File: src/rtl/pmu_apb_regfile.sv
// APB shadow register file in front of the PMU core; tracks live PMU state between writes.
// Define PMU_APB_STRB_EN to add the pstrb_i port and byte-granular writes.
module pmu_apb_regfile #(
  parameter int REG_WIDTH  = 32,
  parameter int N_REGS     = 12,
  parameter int ADDR_WIDTH = 32
) (
  input  logic                                clk_i,
  input  logic                                rstn_i,
  input  logic                                psel_i,
  input  logic                                penable_i,
  input  logic                                pwrite_i,
  input  logic [ADDR_WIDTH-1:0]               paddr_i,
  input  logic [REG_WIDTH-1:0]                pwdata_i,
`ifdef PMU_APB_STRB_EN
  input  logic [REG_WIDTH/8-1:0]              pstrb_i,
`endif
  output logic [REG_WIDTH-1:0]                prdata_o,
  output logic                                pready_o,
  output logic                                pslverr_o,
  output logic [N_REGS-1:0][REG_WIDTH-1:0]    regs_o,
  input  logic [N_REGS-1:0][REG_WIDTH-1:0]    regs_i,
  output logic                                wrapper_we_o
);
  localparam int IDX_W = (N_REGS > 1) ? $clog2(N_REGS) : 1;

  typedef enum logic [1:0] {IDLE, SETUP, ACCESS} state_t;

  state_t                           state;
  logic [IDX_W-1:0]                 idx;
  logic                             wr;
  logic                             valid;
  logic [N_REGS-1:0][REG_WIDTH-1:0] shadow;
  logic                             addr_ok;
  logic                             commit;
  logic [REG_WIDTH-1:0]             wdata;

  assign addr_ok = (paddr_i[1:0] == 2'b00) &&
                   ({2'b00, paddr_i[ADDR_WIDTH-1:2]} < ADDR_WIDTH'(N_REGS));

  assign commit = (state == ACCESS) && wr && valid && psel_i && penable_i;

`ifdef PMU_APB_STRB_EN
  function automatic logic [REG_WIDTH-1:0] merge_bytes(input logic [REG_WIDTH-1:0]   old,
                                                       input logic [REG_WIDTH-1:0]   data,
                                                       input logic [REG_WIDTH/8-1:0] strb);
    logic [REG_WIDTH-1:0] r;
    r = old;
    for (int b = 0; b < REG_WIDTH/8; b++)
      if (strb[b]) r[8*b +: 8] = data[8*b +: 8];
    return r;
  endfunction

  assign wdata = merge_bytes(shadow[idx], pwdata_i, pstrb_i);
`else
  assign wdata = pwdata_i;
`endif

  always_ff @(posedge clk_i or negedge rstn_i) begin
    if (!rstn_i) begin
      state        <= IDLE;
      idx          <= '0;
      wr           <= 1'b0;
      valid        <= 1'b0;
      prdata_o     <= '0;
      pready_o     <= 1'b0;
      pslverr_o    <= 1'b0;
      wrapper_we_o <= 1'b0;
      shadow       <= '0;
    end else begin
      wrapper_we_o <= commit;
      // Shadows freeze through the commit and strobe cycles so the PMU load is never overwritten by a stale count.
      if (commit)
        shadow[idx] <= wdata;
      else if (!wrapper_we_o)
        shadow <= regs_i;

      case (state)
        IDLE: begin
          pready_o  <= 1'b0;
          pslverr_o <= 1'b0;
          if (psel_i && !penable_i) begin
            state <= SETUP;
            idx   <= paddr_i[IDX_W+1:2];
            wr    <= pwrite_i;
            valid <= addr_ok;
          end
        end
        SETUP: begin
          state     <= ACCESS;
          pready_o  <= 1'b1;
          pslverr_o <= !valid;
          if (!wr) prdata_o <= valid ? shadow[idx] : '0;
        end
        ACCESS: begin
          state     <= IDLE;
          pready_o  <= 1'b0;
          pslverr_o <= 1'b0;
        end
        default: begin
          state     <= IDLE;
          pready_o  <= 1'b0;
          pslverr_o <= 1'b0;
        end
      endcase
    end
  end

  assign regs_o = shadow;

endmodule

File: config.mk
export PLATFORM = sky130hd
export DESIGN_NAME = pmu_apb_regfile
export DESIGN_NICKNAME = d
export VERILOG_FILES = /design/src/rtl/pmu_apb_regfile.sv
export SDC_FILE = /design/constraint.sdc
export NUM_CORES = 1
export LEC_CHECK = 0
export ABC_CLOCK_PERIOD_IN_PS = 4170
export CORE_AREA = 8 8 332 334
export DETAILED_ROUTE_END_ITERATION = 10
export DIE_AREA = 0 0 340 342
export HOLD_SLACK_MARGIN = 0.03
export PLACE_DENSITY = 0.51
export SYNTH_ARGS = -nofsm -noshare
export SYNTH_HDL_FRONTEND = slang
export SYNTH_SLANG_ARGS = --single-unit
File: constraint.sdc
create_clock -name clk_i -period 4.17 [get_ports clk_i]
set_input_delay 1.251 -clock clk_i [delete_from_list [all_inputs] [get_ports clk_i]]
set_output_delay 1.251 -clock clk_i [all_outputs]
set_load 0.02 [all_outputs]
== Word level (Yosys, flattened, before mapping) ==
Index checks and enable logic that the tools add are counted.
Word-level totals
  register bits after elaboration: 427
  input bits: 453
  output and inout port bits: 419
Cells by class
  magnitude comparators: 3
  eq/ne operators: 4
  multiplexer cells: 12
  bitwise operators: 1
  reductions and logical operators: 13
Operator list (number)
  $mux W384: 2
  $bwmux W384: 1
  $bmux W32 S4: 1
  $demux W32 S4: 1
  $mux W32: 3
  $lt A30 B4 Y1 const B: 1
  $logic_and A1 B1 Y1: 7
  $lt A4 B5 Y1 const B: 1
  $ge A4 B1 Y1 const B: 1
  $logic_not A2 Y1: 2
  $pmux W2 S2: 1
  $reduce_and A2 Y1: 2
  $eq A2 B1 Y1 const B: 1
  $eq A2 B2 Y1 const B: 1
  $logic_not A1 Y1: 2
  $mux W1: 2
  $mux W2: 1
  $ne A2 B1 Y1 const B: 1
  $ne A2 B2 Y1 const B: 1
  $not A1 Y1: 1

== Depth between registers and ports, before layout ==
Gate-level depths: netlist of the first run.
  depth after elaboration: 6
  gate-level depth with buffers: 7

== Worst setup path after synthesis of the first run ==
No wires, ideal clock.
  path type: input to register
  from: input port psel_i
  to: register shadow, in the netlist regs_o[100]
  library setup time: 0.101 ns
  data arrival time: 2.352 ns
  data required time: 4.069 ns
  slack: 1.717 ns
  stages: 5
  path buffers: 2
  cells stage by stage: nor4b_2 > clkbuf_1 > clkbuf_1 > nand4_1 > o311ai_2
Between the ends
  longest elaborated chain between the ends: 3
  elaborated cells on any way between the ends: 4
  those cells by class: 1 x eq/ne; 1 x mux; 2 x reduce/logical
Ends and longest elaborated chain
  from (decl): line 10  | input logic psel_i,
  $logic_and A1 B1 Y1 (*) (2 in a row): line 41  | assign commit = (state == ACCESS) && wr && valid && psel_i && penable_i;
  $ne A2 B1 Y1 (no line) / $mux W384 (equally long branches)
  to (signal, indexed assignment): line 74  | shadow[idx] <= wdata;
  to (signal assigned): line 76  | shadow <= regs_i;
  to (decl): line 33  | logic [N_REGS-1:0][REG_WIDTH-1:0] shadow;
Every way passes the cells marked *; elsewhere a longest branch is shown, timed or not.
A chain may end at the register's enable or synchronous reset.

== Worst setup path after layout of the first run ==
  from: register shadow, in the netlist regs_o[287]
  to: output port regs_o[287] (netlist bit)
RTL lines
  to (decl): line 21  | output logic [N_REGS-1:0][REG_WIDTH-1:0] regs_o,
No word-level cell between the ends.

==> results of run 1 <==
==> final cells by class <==
| class | instances | share of cell area |
|---|---|---|
| Antenna cell | 21 | 0.00132 |
| Tap cell | 1391 | 0.0436 |
| Clock inverter | 14 | 0.00354 |
| Multi-Input combinational cell | 1393 | 0.353 |
| Sequential cell | 427 | 0.268 |
| Inverter | 386 | 0.0365 |
| Clock buffer | 87 | 0.0413 |
| Timing Repair Buffer | 981 | 0.253 |
==> state kept, by name, indices dropped and copies added (netlist names) <==
| name | cells |
|---|---|
| regs_o | 384 |
| prdata_o | 32 |
| idx | 4 |
| state | 2 |
| pready_o | 1 |
| pslverr_o | 1 |
| valid | 1 |
| wr | 1 |
| wrapper_we_o | 1 |
==> cell usage in the layout (no fill, tap or decap), drive strengths merged, types with 2 or more instances in the layout <==
cell,instances
and4bb,2
mux4,96
a32oi,32
clkinv,10
clkbuf,87
dfrtp,427
nor2b,6
o311ai,384
buf,111
o211ai,384
bufinv,2
o21ai,32
o31ai,2
mux2,5
mux2i,32
clkdlybuf4s50,870
nand4,387
nor2,2
diode,21
inv,387
nand2b,2
and3,12
nor4,7
==> power groups by stage <==
| stage | logic (W) | clock network, W | registers [W] |
|---|---|---|---|
| 5_1_grt | 0.00393 | 0.00513 | 0.00473 |
| 3_5_place_dp | 0.00377 | 0 | 0.00478 |
| 6_report | 0.00378 | 0.00491 | 0.00471 |
| 4_1_cts | 0.00378 | 0.00501 | 0.00471 |
| 3_3_place_gp | 0.00376 | 0 | 0.00478 |
| 2_1_floorplan | 0.00157 | 0 | 0.00480 |
==> routing by layer <==
layer	routed length (microns)	vias to the layer above
met5	198	-
met4	6450	30
met3	16300	329
met2	76200	1614
met1	67400	14806
li1	-	11717
==> logic make-up after synthesis <==
kind of cell,count (synthesis)
and+or+nand+nor,425
muxes,133
AOI/OAI and AO/OA,835
buffers and inverters,794
DFF,427
==> tightest hold or removal path, stage by stage (launching register included) <==
cell                      delay (ns)
sky130_fd_sc_hd__dfrtp_1        0.34
sky130_fd_sc_hd__a32oi_1        0.06
sky130_fd_sc_hd__o21ai_0        0.06
==> per-stage QoR <==
step	util	hold WS, ns
2_1_floorplan	-	0.451
6_report	0.382	0.494
5_1_grt	0.381	0.519
4_1_cts	0.381	0.500
3_3_place_gp	0.364	0.477
3_5_place_dp	0.364	0.486
==> worst max-delay path by stage <==
stage	cells after the start	slack [ns]	endpoint	from
6_report	1	0.92	regs_o[287]	regs_o[287]
5_1_grt	1	0.85	regs_o[287]	regs_o[287]
4_1_cts	1	0.88	regs_o[287]	regs_o[287]
3_5_place_dp	6	0.71	regs_o[76]	psel_i
3_3_place_gp	5	0.71	regs_o[242]	psel_i
2_1_floorplan	5	1.72	regs_o[100]	psel_i
==> summary.txt, run 1 <==
Setup path
  • Register-to-Register Path Depth: 4
  • Type of the setup path with the least slack: register to output pin
  • Critical Path, Cell by Cell: clkdlybuf4s50_1
  • R2R Path Start: idx[1]
  • Sort of element at the start of the critical path: register
  • Reg2Reg Setup Slack: between 1 and 1.5 ns
  • Critical Path End Type: output pin
  • Endpoint arrival time on the critical path: 2.00 ns
  • Top fanout value on the critical path: 3
  • Capture instance of the worst register-to-register path: prdata_o[17]
  • Top Family by Delay on Critical Path: buffers and inverters
  • Max stage delay cell, worst path: sky130_fd_sc_hd__clkdlybuf4s50_1
  • WP buf/inv: 1
  • Delay of the slowest critical-path stage: ~0.8 ns
  • Required @ worst endpoint: about 3 ns

Synth
  • Combinational family with the most area after synthesis: compound AO/OA/AOI/OAI gates
  • Syn Inst Count: between 2000 and 3000
  • Post-synth top cells: sky130_fd_sc_hd__dfrtp_1, sky130_fd_sc_hd__nand4_1, sky130_fd_sc_hd__inv_1, sky130_fd_sc_hd__o211ai_1, sky130_fd_sc_hd__clkbuf_1
  • Area fraction of the dominant cell type after synthesis: 0.380
  • Syn Nets: 3067
  • Cell with the most instances after synthesis: sky130_fd_sc_hd__dfrtp_1
  • Simple-gate portion of the synthesized area: 0.0953
  • Post-synthesis sequential element count: ~430
  • Xor and xnor area share after synthesis: 0
  • Most used flip-flop cell after synthesis: sky130_fd_sc_hd__dfrtp_1
  • Post-synthesis adder-cell area fraction: 0
  • Count of flip-flops with a built-in enable after synthesis: 0
  • Post-synthesis instance area: between 20000 and 30000 sq um
  • Post-synth top area cell: sky130_fd_sc_hd__dfrtp_1
  • Proportion of synthesized area in mux cells: 0.0902
  • Warnings, synthesis: 0
  • Complex-gate fraction of the synthesized area: 0.312
  • Distinct cells, synth: 34
  • Sequential cell area fraction in the yosys report: 0.380
  • Post-Syn Area per Cell: 10.8 sq um
  • Leading post-synthesis cells by cell area: sky130_fd_sc_hd__dfrtp_1, sky130_fd_sc_hd__o311ai_2, sky130_fd_sc_hd__o211ai_1, sky130_fd_sc_hd__nand4_1, sky130_fd_sc_hd__mux4_2
  • Fraction of registers with async set/reset: 1.00

Cells and area
  • Sequential cell area: approximately 11000 sq um
  • Multi-input gate area: between 10000 and 15000 sq um
  • Share of layout cells above drive strength 1: 0.182
  • Final cell count without fillers: 4700
  • Final-stage net count: ~3700
  • Final Instance Area: around 40000 sq um
  • Fill cell instance count of the final layout: a little over 10000
  • Growth of design area from synthesis to finish: 42.0%

Pwr
  • Maximum vdd drop: approximately 0.24 mV
  • Static leakage power: around 15 nW
  • Seq pwr share: 0.351
  • Total design power: ~0.013 W
  • Power Density: 335 nW/um^2
  • Internal portion of total power: just under 0.009 W
  • Clock share of power: 0.367
  • Relative contribution of combinational cells to total power: 0.282
  • Psw: roughly 0.0047 W
  • Fraction of power spent switching nets: 0.351

Clock tree
  • Maximum count of clock buffers along a single path: 3
  • Clk sinks: between 400 and 500
  • Clock transition at the registers of the reported paths: approximately 0.060 ns
  • Number of H-tree levels: 2
  • Post-CTS setup-driven buffer insertion count: 0
  • Post-CTS Hold Buffers: 0
  • TritonCTS clock tree: yes
  • TritonCTS Buffers: 55
  • Post_cts resized: 0
  • Clock latency on the worst-skew pair: ~0.64 ns
  • Root buffer cell: sky130_fd_sc_hd__clkbuf_16

Global routing
  • Antenna violations before repair: 40
  • Number of global-route vias before repair: approximately 29000
  • Met3 layer usage reported by global route: 0.0832
  • Met1 track demand over resource in global routing: 0.349
  • Overall track demand over capacity in global routing: 0.271
  • GRT met2 Usage: 0.427
  • Maximum number of pins on one net before global-route repair: 140
  • GRT busiest layer: met2
  • Global-route wire length before repair: 233 mm
  • Remaining global-route overflow: 0

Worst hold path
  • Startpoint of the tightest hold check path: prdata_o[0]
  • Instance count along the most critical hold path: 2
  • Min-delay worst type: register to register
  • End of the worst hold path: prdata_o[0]

Timing
  • Final worst slack: 0.921 ns
  • Setup repair after global routing missed its margin: false
  • Achievable clock frequency: approximately 300 MHz
  • Headroom to the max-slew limit: 0.229
  • Number of hold violations in the final report: 0
  • Total of endpoints with negative setup slack in the final report: 0
  • Part of the cycle the worst path needs: 0.779
  • Setup_tns: 0 ns
  • Worst-margin pin slew: about 1.1 ns
  • Clock Skew: about 0.024 ns
  • Max-slew violation count: 0
  • Minimum period implied by the final worst setup slack: approximately 3.2 ns

Drt
  • First-iteration detailed-routing DRC count: roughly 2900
  • Routed wire length: approximately 170 mm
  • Routed wire per std cell: around 35 microns
  • DR DRC count: 0
  • Routed vias/inst: about 6.1
  • Remaining antenna violation count after routing: 0
  • Count of TritonRoute iterations in the first routing pass: 5
  • Routed vias: roughly 28000

Die
  • Num ports: 872
  • Starting Density: 0.269
  • Floorplan row count: between 100 and 150
  • Die Ht: 342 microns
  • Area enclosed by the die boundary: 116000 sq um
  • Total core area: around 100000 sq um
  • Width of the die: between 300 and 400 microns

Placed design
  • Total of buffers placed on input and output ports: between 800 and 900
  • HPWL after DPL: about 120 mm
  • Placement-stage cell area: roughly 38000 sq um
  • Number of cells after detailed placement: around 4600
  • Worst slack, placed: 0.708 ns
  • Final Wtd Congestion: about 0.85

Run
  • Maximum Capacitance Violations: 0

Status
  • Run status: finished, final reports clean
(Power assumes the default switching activity.)
==> inputs of run 2 (changes only) <==
ABC_CLOCK_PERIOD_IN_PS = 2600   (was 4170)
CORE_AREA = 8 8 334 336   (was 8 8 332 334)
DIE_AREA = 0 0 342 344   (was 0 0 340 342)
PLACE_DENSITY = 0.52   (was 0.51)
clock period = 2.6 ns   (was 4.17 ns; I/O delays follow)
==> run 2 against run 1 <==
  * Cell area up 4.4%
  * Critical path depth unchanged
  * Setup slack worse by 0.90 ns
  * Clock power up 60%
  * Utilization up 1.1 points
  * Clock-buffer cell count down 7
  * Flip-flop and latch count unchanged
  * Highest routed layer unchanged
  * Power up 63%
  * Sequential share of layout area down 1.1 points
  * Combinational power up 72%
  * Via count up 0.85%
  * Routed wire length down 2.2%
  * Largest power group unchanged
==> summary.txt, run 2 (synthesized netlist as in run 1, its figures left out) <==
Cells and area
  • Share of layout cells above drive strength 1: 0.220 (+0.0387)
  • Final Instance Area: 41700 sq um (+4.4%)
  • Final-stage net count: 3852 (+4.2%)
  • Growth of design area from synthesis to finish: 48.1%
  • Most frequent standard cell in the layout excluding fill and tap cells: sky130_fd_sc_hd__clkdlybuf4s50_1
  • Most frequent cells in the layout: sky130_fd_sc_hd__clkdlybuf4s50_1, sky130_fd_sc_hd__dfrtp_1, sky130_fd_sc_hd__nand4_1
  • Max FFs per register: 384 (unchanged)

Die
  • Width of the die: 342 microns (+0.59%)
  • Floorplan row count: 120 (+0.84%)
  • Area enclosed by the die boundary: 118000 sq um (+1.2%)
  • Total core area: 106000 sq um (+1.6%)
  • Die Ht: 344 microns (+0.58%)
  • Starting Density: 0.265 (-0.00412)
  • Num ports: 872 (unchanged)

Clock tree
  • Number of H-tree levels: 2 (unchanged)
  • Root buffer cell: sky130_fd_sc_hd__clkbuf_16
  • Clk sinks: 427 (unchanged)
  • TritonCTS clock tree: yes
  • TritonCTS Buffers: 54 (-1.8%)
  • Clock transition at the registers of the reported paths: 0.06 ns (about the same)
  • Maximum count of clock buffers along a single path: 3 (unchanged)
  • Clock latency on the worst-skew pair: 0.62 ns (-0.02 ns)
  • Post-CTS Hold Buffers: 0 (unchanged)

Timing
  • Achievable clock frequency: 388 MHz
  • Worst-margin pin slew: 1.07 ns (-0.0522 ns)
  • Part of the cycle the worst path needs: 0.991
  • Final worst slack: 0.0240 ns (-0.897 ns)
  • Minimum period implied by the final worst setup slack: between 2 and 3 ns
  • Clock Skew: 0.0370 ns (+0.0128 ns)
  • Total of endpoints with negative setup slack in the final report: 0 (unchanged)
  • Max-slew violation count: 0 (unchanged)
  • Number of hold violations in the final report: 0 (unchanged)
  • Hold slack: 0.150 ns (-0.344 ns)
  • Setup repair after global routing missed its margin: false
  • Headroom to the max-slew limit: 0.285 (+0.0563)

Drt
  • Remaining antenna violation count after routing: 0 (unchanged)
  • First-iteration detailed-routing DRC count: 2868 (+0.42%)
  • Count of TritonRoute iterations in the first routing pass: 5 (unchanged)
  • Routed wire per std cell: 33.4 microns (-5.6%)
  • DR DRC count: 0 (unchanged)
  • Routed vias/inst: 5.90 (-2.7%)
  • Routed wire length: 163 mm (-2.2%)
  • Routed vias: 28739 (+0.85%)

Setup path
  • Reg2Reg Setup Slack: 0.38 ns (-0.97 ns)
  • WP buf/inv: 1 (unchanged)
  • Type of the setup path with the least slack: register to output pin
  • Required @ worst endpoint: 1.82 ns (-1.10 ns)
  • Register-to-Register Path Depth: 4 (unchanged)
  • Top Family by Delay on Critical Path: buffers and inverters
  • Worst setup path startpoint: regs_o[76]
  • R2R Path Start: idx[3]
  • Delay of the slowest critical-path stage: 0.68 ns (-0.13 ns)
  • Critical Path End Type: output pin
  • Endpoint arrival time on the critical path: 1.80 ns (-0.20 ns)
  • Critical Path, Cell by Cell: clkdlybuf4s50_1
  • Worst setup path endpoint: regs_o[76]
  • Max stage delay cell, worst path: sky130_fd_sc_hd__clkdlybuf4s50_1
  • Capture instance of the worst register-to-register path: prdata_o[31]
  • Crit. path cell count: 1 (unchanged)
  • Top fanout value on the critical path: 3 (unchanged)
  • Sort of element at the start of the critical path: register

Global routing
  • Antenna violations before repair: 42 (+5.0%)
  • Maximum number of pins on one net before global-route repair: 106 (-24%)
  • Overall track demand over capacity in global routing: 0.263 (-0.00762)
  • Number of global-route vias before repair: 29347 (+0.57%)
  • Global-route wire length before repair: 229 mm (-2.1%)
  • Remaining global-route overflow: 0 (unchanged)

Placed design
  • Placement-stage cell area: 39800 sq um (+4.6%)
  • Total of buffers placed on input and output ports: 871 (unchanged)
  • Worst slack, placed: -0.254 ns (-0.962 ns)
  • Final Wtd Congestion: 0.879 (+4.0%)
  • HPWL after DPL: 120 mm (+3.7%)

Run
  • Maximum Capacitance Violations: 0 (unchanged)

Pwr
  • Static leakage power: 15.7 nW (+6.6%)
  • Maximum vdd drop: 0.402 mV (+70%)
  • Power Density: 523 nW/um^2 (+56%)

Status
  • Run status: finished, final reports clean

Worst hold path
  • Min-delay worst type: primary input to asynchronous set/reset pin
## run 2: changes by cell type in the layout (fill, tap and decap cells not counted), sizes merged
cell,delta
buf,+156
inv,+3
clkdlybuf4s50,-21
diode,+7
dlygate4sd2,+21
bufinv,+1
clkbuf,-7
clkinvlp,+1
## run 2: per-stage QoR
step                setup TNS [ns]   util  cells  total power [W]
floorplan                        0      -   2614           0.0102
global placement            -32.69  0.375   4746           0.0140
detailed placement          -39.15  0.375   4746           0.0140
CTS                              0  0.391   4845           0.0220
global route                     0  0.392   4855           0.0225
finish                           0  0.392   4873           0.0218
## run 2: report_power, final
part	switching, W	total (W)	internal (W)
sequential	0.000448	0.00743	0.00698
clock	0.00330	0.00787	0.00457
combinational	0.00373	0.00652	0.00278
total	0.00748	0.0218	0.0143
## run 2: area by class of cell
cell class	count	area [sq um]
fill	10491	64600
multi-input combinational	1393	14100
timing repair buffer	1137	11800
sequential	427	10700
tap	1403	1760
clock buffer	80	1610
inverter	386	1460
clock inverter	19	190
antenna	28	70.1
## run 2: repair_timing
item	4_1_cts	5_1_grt
buffers inserted	0	0
endpoints found under the setup margin	21	0
resized for setup	21	0
## run 2: per-layer routing
layer	track usage	vias to the layer above	share of wire
li1	-	12042	-
met1	0.346	14787	0.41
met2	0.412	1618	0.45
met3	0.0766	272	0.095
met4	0.0912	20	0.037
met5	0	-	0.00087
## run 2: worst min path at each step
stage / depth (start not counted) / endpoint / slack [ns]
global route: 1 / regs_o[83] / 0.14
detailed placement: 2 / prdata_o[0] / 0.48
finish: 1 / regs_o[83] / 0.15
floorplan: 1 / pslverr_o / 0.45
global placement: 2 / prdata_o[30] / 0.48
CTS: 1 / regs_o[83] / 0.11
